===== src/rtl/fgpio_ext.sv =====
// Fast-GPIO custom-instruction extension: executes custom-0 funct7 commands against up to
// 32 pads, with synchronised inputs, sticky rising-edge flags, timed pulse and wait-for-match.
module fgpio_ext #(
  parameter int unsigned GPIO_NUM    = 8,
  parameter int unsigned SYNC_STAGES = 2,
  parameter int unsigned CNT_W       = 16,
  parameter int unsigned WAIT_TMO    = 1000
) (
  input  logic                clk_neg_i,
  input  logic                rst_ni,
  input  logic                fgpio_req,
  input  logic [6:0]          fgpio_funct7,
  input  logic [31:0]         fgpio_rs1_val,
  input  logic [31:0]         fgpio_rs2_val,
  output logic                fgpio_ack,
  output logic                fgpio_error,
  output logic [31:0]         fgpio_rd_val,
  output logic [GPIO_NUM-1:0] gpio_dir,
  input  logic [GPIO_NUM-1:0] gpio_in_val,
  output logic [GPIO_NUM-1:0] gpio_out_val
);

  localparam logic [6:0] F_RD_ALL  = 7'h00;
  localparam logic [6:0] F_RD_BIT  = 7'h01;
  localparam logic [6:0] F_RD_EDGE = 7'h02;
  localparam logic [6:0] F_SET_DIR = 7'h10;
  localparam logic [6:0] F_WR_MASK = 7'h40;
  localparam logic [6:0] F_SET     = 7'h41;
  localparam logic [6:0] F_CLR     = 7'h42;
  localparam logic [6:0] F_TOG     = 7'h43;
  localparam logic [6:0] F_PULSE   = 7'h50;
  localparam logic [6:0] F_WAIT    = 7'h51;

  typedef enum logic [1:0] {ST_IDLE, ST_PULSE, ST_WAIT} state_e;

  state_e              r_state;
  logic [GPIO_NUM-1:0] r_sync [SYNC_STAGES];
  logic [GPIO_NUM-1:0] r_in_prev;
  logic [GPIO_NUM-1:0] r_flags;
  logic [GPIO_NUM-1:0] r_dir;
  logic [GPIO_NUM-1:0] r_out;
  logic [GPIO_NUM-1:0] r_mask;
  logic [GPIO_NUM-1:0] r_pat;
  logic [CNT_W-1:0]    r_cnt;

  state_e              w_state_nx;
  logic [GPIO_NUM-1:0] w_in_s;
  logic [GPIO_NUM-1:0] w_m1;
  logic [GPIO_NUM-1:0] w_m2;
  logic [GPIO_NUM-1:0] w_rise;
  logic [GPIO_NUM-1:0] w_flag_clr;
  logic [GPIO_NUM-1:0] w_dir_nx;
  logic [GPIO_NUM-1:0] w_out_nx;
  logic [GPIO_NUM-1:0] w_mask_nx;
  logic [GPIO_NUM-1:0] w_pat_nx;
  logic [CNT_W-1:0]    w_cnt_nx;
  logic [CNT_W-1:0]    w_n;
  logic [31:0]         w_in_ext;
  logic [31:0]         w_rd;
  logic [4:0]          w_idx;
  logic                w_idx_ok;
  logic                w_match;
  logic                w_ack;
  logic                w_err;
  logic                w_unused;

  assign w_in_s   = r_sync[SYNC_STAGES-1];
  assign w_in_ext = 32'(w_in_s);
  assign w_m1     = fgpio_rs1_val[GPIO_NUM-1:0];
  assign w_m2     = fgpio_rs2_val[GPIO_NUM-1:0];
  assign w_rise   = w_in_s & ~r_in_prev;
  assign w_idx    = fgpio_rs1_val[4:0];
  assign w_idx_ok = ({27'd0, w_idx} < 32'(GPIO_NUM));
  // A zero pulse length still produces a one-cycle pulse.
  assign w_n      = (fgpio_rs2_val[CNT_W-1:0] == '0) ? CNT_W'(1) : fgpio_rs2_val[CNT_W-1:0];
  assign w_match  = ((w_in_s ^ r_pat) & r_mask) == '0;
  assign w_unused = ^{fgpio_rs1_val, fgpio_rs2_val};

  always_comb begin
    // NOTE: every signal gets a default before the case so no path can infer a latch.
    w_state_nx = r_state;
    w_dir_nx   = r_dir;
    w_out_nx   = r_out;
    w_mask_nx  = r_mask;
    w_pat_nx   = r_pat;
    w_cnt_nx   = r_cnt;
    w_flag_clr = '0;
    w_ack      = 1'b0;
    w_err      = 1'b0;
    w_rd       = '0;
    case (r_state)
      ST_IDLE: begin
        if (fgpio_req) begin
          case (fgpio_funct7)
            F_RD_ALL: begin
              w_ack = 1'b1;
              w_rd  = w_in_ext;
            end
            F_RD_BIT: begin
              w_ack = 1'b1;
              if (w_idx_ok) w_rd = {31'd0, w_in_ext[w_idx]};
              else          w_err = 1'b1;
            end
            F_RD_EDGE: begin
              w_ack      = 1'b1;
              w_rd       = 32'(r_flags);
              w_flag_clr = w_m1;
            end
            F_SET_DIR: begin
              w_ack    = 1'b1;
              w_dir_nx = w_m1;
            end
            F_WR_MASK: begin
              w_ack    = 1'b1;
              w_out_nx = (r_out & ~w_m2) | (w_m1 & w_m2);
              w_dir_nx = r_dir | w_m2;
            end
            F_SET: begin
              w_ack    = 1'b1;
              w_out_nx = r_out | w_m1;
            end
            F_CLR: begin
              w_ack    = 1'b1;
              w_out_nx = r_out & ~w_m1;
            end
            F_TOG: begin
              w_ack    = 1'b1;
              w_out_nx = r_out ^ w_m1;
            end
            F_PULSE: begin
              w_out_nx   = r_out ^ w_m1;
              w_mask_nx  = w_m1;
              w_cnt_nx   = w_n;
              w_state_nx = ST_PULSE;
            end
            F_WAIT: begin
              w_mask_nx  = w_m1;
              w_pat_nx   = w_m2;
              w_cnt_nx   = '0;
              w_state_nx = ST_WAIT;
            end
            default: begin
              w_ack = 1'b1;
              w_err = 1'b1;
            end
          endcase
        end
      end
      ST_PULSE: begin
        if (r_cnt == CNT_W'(1)) begin
          w_ack      = 1'b1;
          w_out_nx   = r_out ^ r_mask;
          w_state_nx = ST_IDLE;
        end else begin
          w_cnt_nx = r_cnt - CNT_W'(1);
        end
      end
      ST_WAIT: begin
        if (w_match) begin
          w_ack      = 1'b1;
          w_rd       = 32'(r_cnt);
          w_state_nx = ST_IDLE;
        end else if (r_cnt == CNT_W'(WAIT_TMO - 1)) begin
          w_ack      = 1'b1;
          w_err      = 1'b1;
          w_rd       = 32'(WAIT_TMO);
          w_state_nx = ST_IDLE;
        end else begin
          w_cnt_nx = r_cnt + CNT_W'(1);
        end
      end
      default: w_state_nx = ST_IDLE;
    endcase
  end

  // NOTE: state registers use non-blocking assignments so every flop samples pre-edge values.
  always_ff @(posedge clk_neg_i) begin
    if (!rst_ni) begin
      r_state   <= ST_IDLE;
      r_in_prev <= '0;
      r_flags   <= '0;
      r_dir     <= '0;
      r_out     <= '0;
      r_mask    <= '0;
      r_pat     <= '0;
      r_cnt     <= '0;
      for (int i = 0; i < int'(SYNC_STAGES); i++) r_sync[i] <= '0;
    end else begin
      r_state   <= w_state_nx;
      r_in_prev <= w_in_s;
      // A rise in the same cycle as a clear keeps the flag set.
      r_flags   <= (r_flags & ~w_flag_clr) | w_rise;
      r_dir     <= w_dir_nx;
      r_out     <= w_out_nx;
      r_mask    <= w_mask_nx;
      r_pat     <= w_pat_nx;
      r_cnt     <= w_cnt_nx;
      r_sync[0] <= gpio_in_val;
      for (int i = 1; i < int'(SYNC_STAGES); i++) r_sync[i] <= r_sync[i-1];
    end
  end

  // Command outputs are combinational and held at zero while reset is asserted.
  assign fgpio_ack    = rst_ni & w_ack;
  assign fgpio_error  = rst_ni & w_err;
  assign fgpio_rd_val = rst_ni ? w_rd : 32'd0;
  assign gpio_dir     = r_dir;
  assign gpio_out_val = r_out;

endmodule


===== config.mk =====
export PLATFORM = sky130hd
export DESIGN_NAME = fgpio_ext
export DESIGN_NICKNAME = d
export VERILOG_FILES = /design/src/rtl/fgpio_ext.sv
export SDC_FILE = /design/constraint.sdc
export NUM_CORES = 1
export LEC_CHECK = 0
export ABC_AREA = 0
export BUFFER_PORTS_ARGS = -buffer_cell sky130_fd_sc_hd__buf_2
export CAP_MARGIN = 10
export CORE_AREA = 2 2 128 93
export DETAILED_ROUTE_END_ITERATION = 8
export DIE_AREA = 0 0 130 95
export GPL_ROUTABILITY_DRIVEN = 0
export PLACE_DENSITY_LB_ADDON = 0.3
export SLEW_MARGIN = 20
export SYNTH_ARGS = -nofsm -noshare
export SYNTH_HDL_FRONTEND = slang
export SYNTH_SLANG_ARGS = --single-unit

===== constraint.sdc =====
create_clock -name clk_neg_i -period 2 [get_ports clk_neg_i]
set_input_delay 0 -clock clk_neg_i [delete_from_list [all_inputs] [get_ports clk_neg_i]]
set_output_delay 0 -clock clk_neg_i [all_outputs]
set_load 0.01 [all_outputs]

**Yosys cells after proc, flatten, opt, wreduce, memory -nomap -nowiden**

Memories as Yosys holds them, arrays and structs flattened.
Index checks and enable logic that the tools add are counted.
W data, S select, Z words.

- Flip-flop bits (word level): 66
- Latch bits: 0
- Memory bits (writable): 16
- Memory bits (read-only): 0
- Bits of input ports: 82
- Output and inout port bits: 50
- Logic and storage cells: 116
- Memories kept: 1

- Add/sub/neg operators: 2
- Multipliers: 0
- Divide/modulo/power cells: 0
- $lt $le $gt $ge: 2
- Equality and inequality tests: 21
- Shift operators: 0
- Multiplexer cells: 45
- Bitwise gates (word level): 21
- Reductions and logical operators: 16

Memory list:

| memory | depth | width | read ports | clocked after memory_dff | write ports | line | source |
|---|---|---|---|---|---|---|---|
| r_sync | 2 | 8 | 2 | 0 | 2 | 37 | `logic [GPIO_NUM-1:0] r_sync [SYNC_STAGES];` |

Operator list:

| operator | number |
|---|---|
| $mux W16 | 6 |
| $mux W8 | 8 |
| $pmux W16 S2 | 2 |
| $and A8 B8 Y8 | 6 |
| $pmux W16 S3 | 1 |
| $eq A7 B7 Y1 const B | 6 |
| $mux W32 | 1 |
| $not A8 Y8 | 4 |
| $or A8 B8 Y8 | 4 |
| $pmux W8 S2 | 2 |
| $pmux W8 S4 | 1 |
| $pmux W8 S3 | 1 |
| $xor A8 B8 Y8 | 3 |
| $add A16 B1 Y16 const B | 1 |
| $eq A16 B1 Y1 const B | 1 |
| $eq A16 B10 Y1 const B | 1 |
| $logic_not A16 Y1 | 1 |
| $sub A16 B1 Y16 const B | 1 |
| $mux W1 | 12 |
| $mux W10 | 1 |
| $ne A2 B2 Y1 const B | 5 |
| $reduce_and A3 Y1 | 3 |
| $reduce_or A9 Y1 | 1 |
| $logic_not A8 Y1 | 1 |
| 25 further kinds | 34 |

**Depth between registers and ports, before layout**

An unclocked memory read counts as a cell.

- Depth after elaboration: 8
- Gate-level depth with buffers: 9
- Mapped depth without buffers: 8

**Worst setup path before layout**

OpenSTA, ideal clock, no wires.

- Kind: reg-to-reg
- Start point: register r_cnt[11]
- End point: register r_cnt[9]
- Arrival time: 1.980 ns
- Required time: 1.883 ns
- Setup slack: -0.097 ns
- Stages on the path, launching flop included: 8
- Cell sequence: dfxtp_1 > buf_6 > or4_1 > or4_4 > nand3_2 > o21ai_4 > buf_6 > a32o_1

- Cells in the longest elaborated chain, start to end: 3
- Elaborated cells on any way between the ends: 5

RTL lines:

| item | line | source |
|---|---|---|
| start: declaration | 44 | `logic [CNT_W-1:0] r_cnt;` |
| start signal: assignment | 197 | `r_cnt <= w_cnt_nx;` |
| $eq A16 B10 Y1 / $eq A16 B1 Y1 (equally long branches) | 163, 150 |  |
| $ne A2 B2 Y1 (no source line) | -- |  |
| $reduce_and A6 Y1 (no source line) * | -- |  |

Every way passes the cells marked *; elsewhere a longest branch is shown, timed or not.
A chain may end at the register's enable or synchronous reset.

**Final worst setup path**

- Start point: register r_cnt[10]
- End point: output fgpio_rd_val[9]

- Cells in the longest elaborated chain, start to end: 5

RTL lines:

| item | line | source |
|---|---|---|
| $eq A16 B10 Y1 | 163 | `end else if (r_cnt == CNT_W'(WAIT_TMO - 1)) begin` |
| $mux W10 | 163 |  |
| $mux W16 | 159 | `if (w_match) begin` |
| $pmux W16 S2 | 91 | `case (r_state)` |
| $mux W32 | 206 | `assign fgpio_rd_val = rst_ni ? w_rd : 32'd0;` |
| end: declaration | 17 | `output logic [31:0] fgpio_rd_val,` |

Every way passes these cells.

==> metrics.txt <==
EDFF count, synth=0; Reg clk slew, reported paths=0.07 ns; Setup-failing EPs final=28; register area share after synthesis=0.308; drt via density=6.12; fin crit share=1.22; maximum clock rate=0.410 GHz; Place WS=-0.184 ns; synth unique cells=71; initial antenna violation count=0; Comb power frac=0.340; Top Ports=132; Fin Hold WS=0.0191 ns; Ant. Diodes=0; total power=5.27 mW; Final ANT Viol Nets=0; die area=12,400 um^2; critical-path maximum fanout=6; Area growth syn-to-layout=33.6%; global-route wire length before repair=28,800 um; share of layout cells above drive strength 1=0.336; pin count of the biggest net entering global routing=36; Vias=5,848; final std cells w/o fill=955; DR pass1 iterations=6; final core utilization=0.631; #FFs+latches synth=82; Sw Pwr=1.86 mW; area of the core=11,300 um^2; Slew Viols, Final=0; Starting Density=0.472; Longest Clk Path Bufs=2; Hold Fails Final Rpt=0; Pwr Density=741 nW/um^2; cts bufs inserted=9; Worst Hold Class=input pin to register; Leakage=2.85 nW; vias in the first global route=5,326; yosys warns=0; All-Layer GR Usage=0.306; DR DRC count=0; Max IR drop VDD=0.441 mV; Num Clock Sinks=82; dpl cells=921; Flop pwr share=0.339; Placement Cell Area=6290 um^2; WP data required=2.00 ns; final net count=898; mapped cell area=5330 um^2; RSZ-0062 raised after global routing=yes; crit end category=output pin; CP arrival=2.44 ns; setup tns final=-8.78 ns; asr flop ratio synth=0; DP Wirelength=13,700 um; min cycle time layout=2.44 ns; Worst slew margin=0.580; CTS tree=done; Die H=95 um; wire per inst=19.9 um; Fin Clk Skew=0.00542 ns; Clock Power Share=0.321; Syn Inst Count=648; CP Launch Type=register; WS Path Type=register to output pin; DR iter-0 viols=840; root buf cell=clkbuf_16; MaxCap Viol Count=0; row count=33; Avg Inst Size Synth=8.22 um^2; Die X=130 um; sw frac=0.354; GRT Residual Overflow=0; violated checks=negative setup slack; total wire length=19,000 um; setup slack after layout=-0.438 ns; status=complete, but fails checks; Port-buffer cells=75; Int Pwr=3.41 mW; latest clock arrival within the worst-skew pair=0.34 ns; design area=7110 um^2; # H-tree levels=3; Main synth FF type=dfxtp_1; worst slew pin tran=0.624 ns
## state kept, by name, indices dropped and copies added, names as in the netlist, named ones only
name and count:
r_sync 16, r_cnt 16, r_state 2, r_pat 8, r_in_prev 8, gpio_dir 8, r_flags 8, r_mask 8
## what timing repair did
item	4_1_cts	5_1_grt
setup buffers	2	3
setup endpoints to repair	43	51
endpoints found under the hold margin	13	0
gates resized for setup	57	36
pin swaps	12	13
cloned	1	0
hold buffers	13	0
## synthesized netlist by cell type, types with 3 or more instances
cell type / count / share of area
a211oi_1: 9 / 0.013
a21oi_1: 37 / 0.035
a221o_1: 11 / 0.021
a221oi_1: 9 / 0.015
a222oi_1: 4 / 0.0075
a22oi_1: 15 / 0.021
a31o_2: 4 / 0.0066
a31oi_1: 15 / 0.018
a32oi_1: 4 / 0.0066
and2_1: 29 / 0.034
and3_1: 8 / 0.0094
buf_1: 3 / 0.0021
buf_2: 4 / 0.0038
buf_4: 18 / 0.025
buf_6: 4 / 0.0085
clkbuf_1: 26 / 0.018
dfxtp_1: 82 / 0.31
ha_1: 23 / 0.054
inv_1: 27 / 0.019
mux2i_1: 10 / 0.019
nand2_1: 61 / 0.043
nand2b_1: 4 / 0.0047
nand3_1: 20 / 0.019
nand4_1: 6 / 0.0070
nor2_1: 54 / 0.038
nor2b_1: 11 / 0.013
nor3_1: 9 / 0.0085
nor4_1: 16 / 0.019
nor4b_1: 3 / 0.0049
o21a_1: 8 / 0.011
o21ai_0: 22 / 0.021
o221a_2: 7 / 0.015
o221ai_1: 3 / 0.0049
o22a_1: 4 / 0.0066
or3_1: 5 / 0.0059
or4_1: 3 / 0.0042
xnor2_1: 16 / 0.026
xor2_1: 11 / 0.018
## area by class of cell
cell class              count  area [um^2]
clock buffers               9          225
clock inverters             7         81.3
repair buffers            176         1250
fillers                   936         4160
multi-input cells         496         3600
flip-flops and latches     82         1660
well taps                 157          196
inverters                  28          105
## routing by layer
metal,vias up,GRT usage,routed length (um)
li1,2631,-,-
met2,415,0.435,8040
met4,0,0.0806,384
met5,-,0,0
met1,2762,0.437,7940
met3,40,0.110,2640
## path summary, 6_finish.rpt
check	from	end	slack, ns	cells past startpoint
hold / removal	fgpio_rs2_val[5]	r_pat[5]	0.02	3
hold reg to reg	r_sync[0][1]	r_sync[0][9]	0.43	1
setup reg to reg	r_cnt[1]	r_cnt[14]	-0.40	8
setup / recovery	r_cnt[10]	fgpio_rd_val[9]	-0.44	6
## power by group through the flow
stage / logic, mW / registers, mW / clock network [mW]
floorplan: 0.937 / 1.80 / 0
global placement: 1.51 / 1.81 / 0
detailed placement: 1.56 / 1.81 / 0
CTS: 1.69 / 1.78 / 1.70
global route: 1.89 / 1.79 / 1.78
finish: 1.79 / 1.79 / 1.69
## kinds of logic (layout without fill, tap and decap cells)
logic type,after synthesis,after routing,synth area share
simple gates,245,245,0.246
compound gates,172,172,0.234
buf+inv,85,220,0.0829
flops,82,82,0.308
xor+xnor,27,27,0.0444
fa+ha+maj,24,24,0.0559
mux,12,12,0.0273
other cells,1,16,0.000704
## worst max-delay path, stage by stage, from the launching register on
cell and delay, ns:
dfxtp_2 0.32, or4_4 0.53, or4_4 0.59, inv_2 0.11
o21ai_4 0.10, a211oi_1 0.28, buf_2 0.18
## placed cells by master (no fill, tap or decap), types with 9 or more instances in the layout
cell type and count:
buf_2 70, nand3_1 20, conb_1 16, buf_6 13, o21ai_0 16, a22oi_1 11
nand2_1 61, mux2i_1 10, xor2_1 10, nor2b_1 11, a21oi_1 30, dfxtp_1 72
nor4_1 15, and2_1 29, a221oi_1 9, nor2_1 38, a31oi_1 15, buf_4 78
nor3_1 9, a221o_1 11, dlygate4sd3_1 13, nor2_4 9, clkbuf_16 9, inv_1 24
xnor2_1 16, ha_1 22
Note: power is estimated with default switching activity, not from simulation.
